===== src/rtl/cmi_multi_timeslot_generator.sv =====
// cmi_multi_timeslot_generator
//   Multi-channel CMI timeslot marker generator. Each channel emits one-clock
//   markers spaced period+1 clocks apart, either as a burst of a configured
//   count (ending in a done pulse) or continuously until stopped.
// Ports
//   clk, rst_n         clock (rising edge), asynchronous active-low reset
//   cfg_we/cfg_ch      config write strobe and channel select (also read select)
//   cfg_period/count   period and burst count stored on cfg_we
//   cfg_mode           0 = burst, 1 = continuous
//   start/stop         per-channel start/restart and abort pulses
//   marker             registered one-clock timeslot marker per channel
//   busy               channel is running
//   done               one-clock pulse on burst completion
//   rd_remaining       remaining burst markers of channel cfg_ch
module cmi_multi_timeslot_generator #(
   parameter int unsigned CHANNELS = 4,
   parameter int unsigned PERIOD_W = 16,
   parameter int unsigned COUNT_W  = 24,
   parameter int unsigned CH_W     = 2
) (
   input  logic                clk,
   input  logic                rst_n,
   input  logic                cfg_we,
   input  logic [CH_W-1:0]     cfg_ch,
   input  logic [PERIOD_W-1:0] cfg_period,
   input  logic [COUNT_W-1:0]  cfg_count,
   input  logic                cfg_mode,
   input  logic [CHANNELS-1:0] start,
   input  logic [CHANNELS-1:0] stop,
   output logic [CHANNELS-1:0] marker,
   output logic [CHANNELS-1:0] busy,
   output logic [CHANNELS-1:0] done,
   output logic [COUNT_W-1:0]  rd_remaining
);

   typedef enum logic {ST_IDLE, ST_RUN} state_e;

   state_e              state_q      [CHANNELS];
   logic [PERIOD_W-1:0] cfg_period_q [CHANNELS];
   logic [COUNT_W-1:0]  cfg_count_q  [CHANNELS];
   logic                cfg_mode_q   [CHANNELS];
   logic [PERIOD_W-1:0] act_period_q [CHANNELS];
   logic                act_mode_q   [CHANNELS];
   logic [PERIOD_W-1:0] phase_q      [CHANNELS];
   logic [COUNT_W-1:0]  remaining_q  [CHANNELS];
   logic [CHANNELS-1:0] marker_q;
   logic [CHANNELS-1:0] done_q;

   always_ff @(posedge clk or negedge rst_n) begin
      if (!rst_n) begin
         marker_q <= '0;
         done_q   <= '0;
         for (int unsigned i = 0; i < CHANNELS; i++) begin
            state_q[i]      <= ST_IDLE;
            cfg_period_q[i] <= '0;
            cfg_count_q[i]  <= '0;
            cfg_mode_q[i]   <= 1'b0;
            act_period_q[i] <= '0;
            act_mode_q[i]   <= 1'b0;
            phase_q[i]      <= '0;
            remaining_q[i]  <= '0;
         end
      end else begin
         for (int unsigned i = 0; i < CHANNELS; i++) begin
            // Selects beyond CHANNELS never match, so such writes are dropped.
            if (cfg_we && (32'(cfg_ch) == i)) begin
               cfg_period_q[i] <= cfg_period;
               cfg_count_q[i]  <= cfg_count;
               cfg_mode_q[i]   <= cfg_mode;
            end

            marker_q[i] <= 1'b0;
            done_q[i]   <= 1'b0;

            if (stop[i]) begin
               state_q[i] <= ST_IDLE;
            end else if (start[i]) begin
               // Reads the stored config before any same-edge write lands.
               act_period_q[i] <= cfg_period_q[i];
               act_mode_q[i]   <= cfg_mode_q[i];
               phase_q[i]      <= cfg_period_q[i];
               remaining_q[i]  <= cfg_count_q[i];
               if (!cfg_mode_q[i] && (cfg_count_q[i] == '0)) begin
                  state_q[i] <= ST_IDLE;
                  done_q[i]  <= 1'b1;
               end else begin
                  state_q[i] <= ST_RUN;
               end
            end else if (state_q[i] == ST_RUN) begin
               if (phase_q[i] != '0) begin
                  phase_q[i] <= phase_q[i] - 1'b1;
               end else begin
                  marker_q[i] <= 1'b1;
                  phase_q[i]  <= act_period_q[i];
                  if (!act_mode_q[i]) begin
                     remaining_q[i] <= remaining_q[i] - 1'b1;
                     if (remaining_q[i] == COUNT_W'(1)) begin
                        done_q[i]  <= 1'b1;
                        state_q[i] <= ST_IDLE;
                     end
                  end
               end
            end
         end
      end
   end

   always_comb begin
      busy         = '0;
      rd_remaining = '0;
      for (int unsigned i = 0; i < CHANNELS; i++) begin
         busy[i] = (state_q[i] == ST_RUN);
         if (32'(cfg_ch) == i) rd_remaining = remaining_q[i];
      end
   end

   assign marker = marker_q;
   assign done   = done_q;

endmodule


===== config.mk =====
export PLATFORM = sky130hd
export DESIGN_NAME = cmi_multi_timeslot_generator
export DESIGN_NICKNAME = d
export VERILOG_FILES = /design/src/rtl/cmi_multi_timeslot_generator.sv
export SDC_FILE = /design/constraint.sdc
export NUM_CORES = 1
export LEC_CHECK = 0
export BUFFER_PORTS_ARGS = -buffer_cell sky130_fd_sc_hd__buf_4
export CORE_ASPECT_RATIO = 0.75
export CORE_MARGIN = 5
export CORE_UTILIZATION = 55
export CTS_BUF_LIST = sky130_fd_sc_hd__clkbuf_16
export DETAILED_ROUTE_END_ITERATION = 10
export GPL_TIMING_DRIVEN = 0
export PLACE_DENSITY_LB_ADDON = 0.1
export SKIP_CTS_REPAIR_TIMING = 1
export SYNTH_ARGS = -nofsm -noshare
export SYNTH_HDL_FRONTEND = slang
export SYNTH_SLANG_ARGS = --single-unit

===== constraint.sdc =====
create_clock -name clk -period 4.99 [get_ports clk]
set_clock_uncertainty 0.05 [all_clocks]
set_input_delay 0.998 -clock clk [delete_from_list [all_inputs] [get_ports clk]]
set_output_delay 0.998 -clock clk [all_outputs]
set_load 0.02 [all_outputs]

Word level (Yosys, flattened, before mapping)
Index checks and enable logic that the tools add are counted.

operators by class
  bitwise operators = 4
  add/subtract/negate cells = 8
  muxes and demuxes = 104
  reductions and logical operators = 37
  equal/unequal tests = 15

operators with widths
  operator               count
  $mux 24                20
  $mux 16                12
  $eq 24x1->1 const B    4
  $logic_not 24->1       4
  $sub 24x1->24 const B  4
  $mux 1                 72
  $reduce_bool 16->1     4
  $sub 16x1->16 const B  4
  $ne 2x2->1 const B     8
  $reduce_and 2->1       8
  $reduce_and 4->1       4
  $logic_and 1x1->1      8
  $reduce_bool 2->1      4
  $eq 2x2->1 const B     2
  $logic_not 1->1        4
  $not 1->1              4
  $eq 2x1->1 const B     1
  $logic_not 2->1        1

storage, ports and cells
  word-level logic and storage cells = 202
  input bits = 54
  bits in registers = 404

Depth between registers and ports, before layout
Gate-level depths: netlist of run 1.

  depth after elaboration = 7
  mapped depth = 9

Worst setup path after synthesis of run 1
OpenSTA, ideal clock, no wires.

  kind = input port to output port
  from = input port cfg_ch[0]
  to = output port rd_remaining[10]
  path buffers = 2
  stages = 3
  arrival time = 2.559 ns
  slack = 1.383 ns
  required time = 3.942 ns
  cells stage by stage = clkbuf_1 > buf_1 > mux4_2

on the way
  cells in the longest elaborated chain, start to end = 5
  elaborated cells on any way between the ends = 8
  those cells by class = 3 x eq/ne; 4 x mux; 1 x reduce/logical

ends and longest elaborated chain
  element               RTL line  text
  start, declared       24        input logic [CH_W-1:0] cfg_ch,
  $logic_not 2->1       113       if (32'(cfg_ch) == i) rd_remaining = remaining_q[i];
  $mux 24 (3 in a row)  113
  $mux 24 *             113
  end, declared         33        output logic [COUNT_W-1:0] rd_remaining

Every way passes the cells marked *; elsewhere a longest branch is shown, timed or not.

Worst setup path after layout of run 1
  from = input port cfg_ch[0]
  to = output port rd_remaining[21]

Same word-level chain as after synthesis.

==> results of run 1 <==
area by class of cell:
| class | instances | area (sq um) |
|---|---|---|
| clock buffer | 43 | 1080 |
| inverter | 38 | 143 |
| sequential | 404 | 10100 |
| antenna | 2 | 5.00 |
| timing repair buffer | 87 | 721 |
| fill | 3150 | 13700 |
| buffer | 116 | 444 |
| clock inverter | 34 | 269 |
| tap | 504 | 631 |
| multi-input combinational | 1480 | 9970 |
sequential cells by signal, indices dropped and copies added (netlist names), 64 cells and up:
| register | cells |
|---|---|
| cfg_count_q | 96 |
| remaining_q | 96 |
| act_period_q | 64 |
| phase_q | 64 |
| cfg_period_q | 64 |
report_power, final:
group / internal (mW) / leakage (nW) / switching (mW)
Combinational: 0.919 / 4.09 / 1.11
Sequential: 3.91 / 4.84 / 0.844
Clock: 1.74 / 0.693 / 1.39
kinds of logic (layout without fill, tap and decap cells):
kind of cell,Yosys count,after routing
fa+ha+maj,16,16
other cells,0,2
buf+inv,154,318
xor+xnor,64,64
compound gates,418,418
flops,404,404
simple gates,778,778
mux,204,204
critical path: cells and delay by family:
family / cells / cell delay, ps
buffers and inverters: 3 / 1360
multiplexers: 1 / 660
placed cells by master, fill, tap and decap left out, types with 10 or more instances in the layout:
cell,instances
a211oi_1,20
a21oi_1,83
a22oi_1,26
a31oi_1,24
and3_1,11
and4_1,13
buf_1,12
buf_4,83
clkbuf_1,102
clkbuf_16,43
clkinv_1,10
clkinv_2,11
dfrtp_1,404
ha_1,16
inv_1,41
mux2_2,162
mux2i_1,18
mux4_2,24
nand2_1,278
nand3_1,49
nand3b_1,10
nand4_1,32
nor2_1,119
nor3_1,69
nor4_1,71
o211ai_1,15
o21ai_0,100
o22ai_1,41
o31ai_1,10
or3_1,40
or4_1,23
xnor2_1,29
xor2_1,35
worst max-delay path by stage:
stage | endpoint | from
final | rd_remaining[21] | cfg_ch[0]
after global routing | rd_remaining[21] | cfg_ch[0]
after CTS | rd_remaining[21] | cfg_ch[0]
after detailed placement | rd_remaining[21] | cfg_ch[0]
after global placement | phase_q[59] | rst_n
after floorplan | rd_remaining[10] | cfg_ch[0]
per-layer routing:
metal / wire length, um / global-route usage / up-vias
met1: 30600 / 0.533 / 8956
met5: 13 / 0 / -
met3: 9850 / 0.102 / 171
met2: 30200 / 0.490 / 1142
li1: - / - / 7863
met4: 2880 / 0.123 / 2
metrics by stage:
stage	util	instance area (sq um)	worst slack, ps
6_report	0.630	23400	899
5_1_grt	0.630	23400	743
4_1_cts	0.630	23400	887
3_5_place_dp	0.594	22000	889
3_3_place_gp	0.591	21900	-1200
2_1_floorplan	-	20700	1380
==> flow_metrics.env, run 1 <==
export IMPL_status="finished clean"
export IMPL_synth_fa_ha_area_frac=0.00969
export IMPL_routabilityCongestion=1.02
export IMPL_numPlacedInstances=2629
export IMPL_grt_setup_unrepaired="false"
export IMPL_die_w_um=234
export IMPL_route_detailed_drc=0
export IMPL_yosysTopAreaCellShare=0.489
export IMPL_via_per_inst=6.70
export IMPL_layout_worst_path_cycle_share=0.820
export IMPL_vias=18100
export IMPL_final_setup_tns_ps=0
export IMPL_power_density_nw_per_um2=424
export IMPL_drt_wl_total_mm=73.5
export IMPL_power_total_mw=9.92
export IMPL_avgSynthCellArea_sq_um=10.1
export IMPL_maxClockFrequency_mhz=244
export IMPL_postRouteAntennaNets=0
export IMPL_fp_dieH_um=178
export IMPL_synth_seq_cells=404
export IMPL_io_pins=90
export IMPL_first_pass_iters=6
export IMPL_dp_final_hpwl_mm=54.1
export IMPL_path_cells="clkbuf_1 -> buf_1 -> mux4_2 -> buf_4"
export IMPL_crit_arrival_ps=3040
export IMPL_reg2reg_depth=6
export IMPL_cts_sinks=404
export IMPL_setup_viol_count_final=0
export IMPL_synthFlopType="dfrtp_1"
export IMPL_synthDistinctLibCells=75
export IMPL_cp_required_ps=3940
export IMPL_tightest_slew_ps=1340
export IMPL_path_clk_slew_ps=60
export IMPL_synthMuxAreaShare=0.123
export IMPL_ir_drop_mv=0.329
export IMPL_drv_slew=0
export IMPL_num_rows=61
export IMPL_start_kind="input pin"
export IMPL_nNetsFinal=2240
export IMPL_die_area_sq_um=41600
export IMPL_synth_edf_count=0
export IMPL_grt_ovfl_total=0
export IMPL_p_leak_nw=9.63
export IMPL_whs_ps=358
export IMPL_synth_common_cells="404 x dfrtp_1, 278 x nand2_1, 162 x mux2_2"
export IMPL_grt_pass1_vias=17300
export IMPL_synth_compound_area_frac=0.133
export IMPL_area_growth_pct=13.1
export IMPL_clkLatencyLatePin_ps=570
export IMPL_core_area_sq_um=37100
export IMPL_relSlewSlack=0.103
export IMPL_grt_total_usage=0.354
export IMPL_layout_cells_non_filler=2708
export IMPL_synth_top_area_cell="dfrtp_1"
export IMPL_drive_gt1_frac=0.166
export IMPL_synth_most_common_cell="dfrtp_1"
export IMPL_grt_antenna_before_repair=9
export IMPL_synthSimpleGateAreaFrac=0.190
export IMPL_grt_pass1_wl_mm=110
export IMPL_worst_setup_path_type="in -> out"
export IMPL_slowest_stage="buf_1"
export IMPL_synth_top_family_by_area="simple AND/OR/NAND/NOR gates"
export IMPL_endpoint_kind="output pin"
export IMPL_r2r_slack_ps=1500
export IMPL_r2r_start="phase_q[58]"
export IMPL_cpPeakStageDelay_ps=730
export IMPL_min_period_ps=4090
export IMPL_initial_core_util=0.557
export IMPL_async_flop_share=1.00
export IMPL_portBuffers=84
export IMPL_h_tree_depth=2
export IMPL_cts_tree="done"
export IMPL_wire_per_inst_um=27.2
export IMPL_hp_class="in -> async"
export IMPL_cts_buffers_inserted=43
export IMPL_syn_nets=2108
export IMPL_yosys_warnings=0
export IMPL_hold_viol=0
export IMPL_synth_area_top_cells="dfrtp_1 49%, mux2_2 8.8%, nand2_1 5.0%, mux4_2 2.6%, o21ai_0 2.4%"
export IMPL_synthesis_instances=2038
export IMPL_synthXorXnorAreaFrac=0.0271
export IMPL_worst_r2r_endpoint="remaining_q[81]"
export IMPL_max_clock_path_buffers=3
export IMPL_worst_path_max_fanout=10
export IMPL_syn_area_sq_um=20700
export IMPL_ys_seq_area_frac=0.489
export IMPL_grt_max_degree=120
export IMPL_root_buffer="clkbuf_16"
export IMPL_drt_first_iter_violations=2523
export IMPL_max_cap_viol_count=0
Power figures use the tool's default switching activity.
==> run 2, diff against run 1 <==
Clock period 4.99 ns to 3.5 ns, I/O delays scaled along.
==> run 2 against run 1 <==
Final area barely moved; largest cell class unchanged; setup slack got worse by 620 ps; clock power rose by 43%; combinational power rose by 43%.
==> flow_metrics.env, run 2 (synthesis results as in run 1) <==
export IMPL_vias=18300
export IMPL_tightest_slew_ps=1330
export IMPL_status="finished clean"
export IMPL_whs_ps=65.3
export IMPL_power_total_mw=14.2
export IMPL_worst_setup_path_type="in -> out"
export IMPL_p_leak_nw=9.64
export IMPL_multiInputGateArea_sq_um=9990
export IMPL_fin_area_sq_um=23400
export IMPL_start_kind="input pin"
export IMPL_worst_path_max_fanout=10
export IMPL_max_cap_viol_count=0
export IMPL_grt_ovfl_total=0
export IMPL_postRouteAntennaNets=0
export IMPL_io_pins=90
export IMPL_routabilityCongestion=1.02
export IMPL_via_per_inst=6.75
export IMPL_h_tree_depth=2
export IMPL_reg_largest_list="cfg_count_q x96, remaining_q x96"
export IMPL_grt_max_degree=120
export IMPL_setup_viol_count_final=0
export IMPL_hold_viol=0
export IMPL_portBuffers=84
export IMPL_grt_pass1_wl_mm=110
export IMPL_area_growth_pct=13.2
export IMPL_maxClockFrequency_mhz=310
export IMPL_first_pass_iters=8
export IMPL_min_period_ps=3220
export IMPL_num_rows=61
export IMPL_drt_wl_total_mm=73.7
export IMPL_drv_slew=0
export IMPL_endpoint_kind="output pin"
export IMPL_final_setup_tns_ps=0
export IMPL_cts_sinks=404
export IMPL_initial_core_util=0.557
export IMPL_place_area_sq_um=22000
export IMPL_ir_drop_mv=0.469
export IMPL_drive_gt1_frac=0.167
export IMPL_path_clk_slew_ps=60
export IMPL_power_density_nw_per_um2=605
export IMPL_die_area_sq_um=41600
export IMPL_grt_setup_unrepaired="false"
export IMPL_die_w_um=234
export IMPL_regArea_sq_um=10100
export IMPL_fill_cells=3149
export IMPL_grt_total_usage=0.354
export IMPL_max_clock_path_buffers=3
export IMPL_drt_first_iter_violations=2512
export IMPL_hp_class="in -> async"
export IMPL_final_common_cell="dfrtp_1"
export IMPL_wire_per_inst_um=27.2
export IMPL_grt_pass1_vias=17300
export IMPL_grt_antenna_before_repair=9
export IMPL_cts_buffers_inserted=43
export IMPL_fp_dieH_um=178
export IMPL_core_area_sq_um=37100
export IMPL_clkLatencyLatePin_ps=570
export IMPL_relSlewSlack=0.114
export IMPL_layout_worst_path_cycle_share=0.921
export IMPL_crit_arrival_ps=2470
export IMPL_cts_tree="done"
export IMPL_nNetsFinal=2240
export IMPL_dp_final_hpwl_mm=54.1
export IMPL_root_buffer="clkbuf_16"
export IMPL_cp_required_ps=2750
export IMPL_route_detailed_drc=0
export IMPL_most_common_layout_cells="404 x dfrtp_1, 278 x nand2_1, 162 x mux2_2"
-- run 2: changes by cell type in the layout (fill, tap and decap cells not counted), sizes merged --
cell,before,now
clkbuf,145,147
buf,101,99
diode,2,3
-- run 2: through the flow --
| stage | worst slack [ps] | cells | utilization |
|---|---|---|---|
| after floorplan | 489 | 2038 | - |
| after global placement | -2390 | 2626 | 0.591 |
| after detailed placement | -4.63 | 2629 | 0.594 |
| after CTS | -6.94 | 2706 | 0.630 |
| after global routing | 125 | 2706 | 0.630 |
| final | 277 | 2709 | 0.631 |
-- run 2: final timing paths --
kind | slack (ps) | cells past startpoint | start | endpoint
min in group clk | 410 | 3 | cfg_period[13] | cfg_period_q[61]
max | 280 | 4 | cfg_ch[0] | rd_remaining[21]
min | 70 | 1 | rst_n | phase_q[44]
max in group asynchronous | 1760 | 3 | rst_n | phase_q[59]
max reg2reg | 290 | 9 | phase_q[48] | phase_q[49]
min reg2reg | 420 | 2 | act_period_q[62] | act_period_q[62]
-- run 2: area by class of cell --
class                      count  area share
sequential                   404       0.432
antenna                        3    0.000321
multi-input combinational   1480       0.427
clock buffer                  43      0.0460
buffer                       116      0.0191
inverter                      38     0.00610
tap                          504      0.0270
timing repair buffer          87      0.0308
clock inverter                34      0.0115
-- run 2: metal layers --
metal  track usage  wire length [um]  vias to the layer above  share of wire
met5             0                13                        -        0.00018
met4         0.123              2820                        2          0.038
met3         0.102              9770                      166           0.13
met2         0.490             30300                     1210           0.41
met1         0.533             30800                     9033           0.42
li1              -                 -                     7863              -
-- run 2: power by group --
part | switching (mW) | internal (mW) | leakage [nW] | total (mW)
sequential | 1.21 | 5.58 | 4.84 | 6.79
combinational | 1.59 | 1.31 | 4.10 | 2.90
clock | 1.99 | 2.48 | 0.693 | 4.47
-- run 2: critical path: stages --
cell and delay [ps]:
clkbuf_1 450, clkbuf_2 500, mux4_2 620, buf_4 190
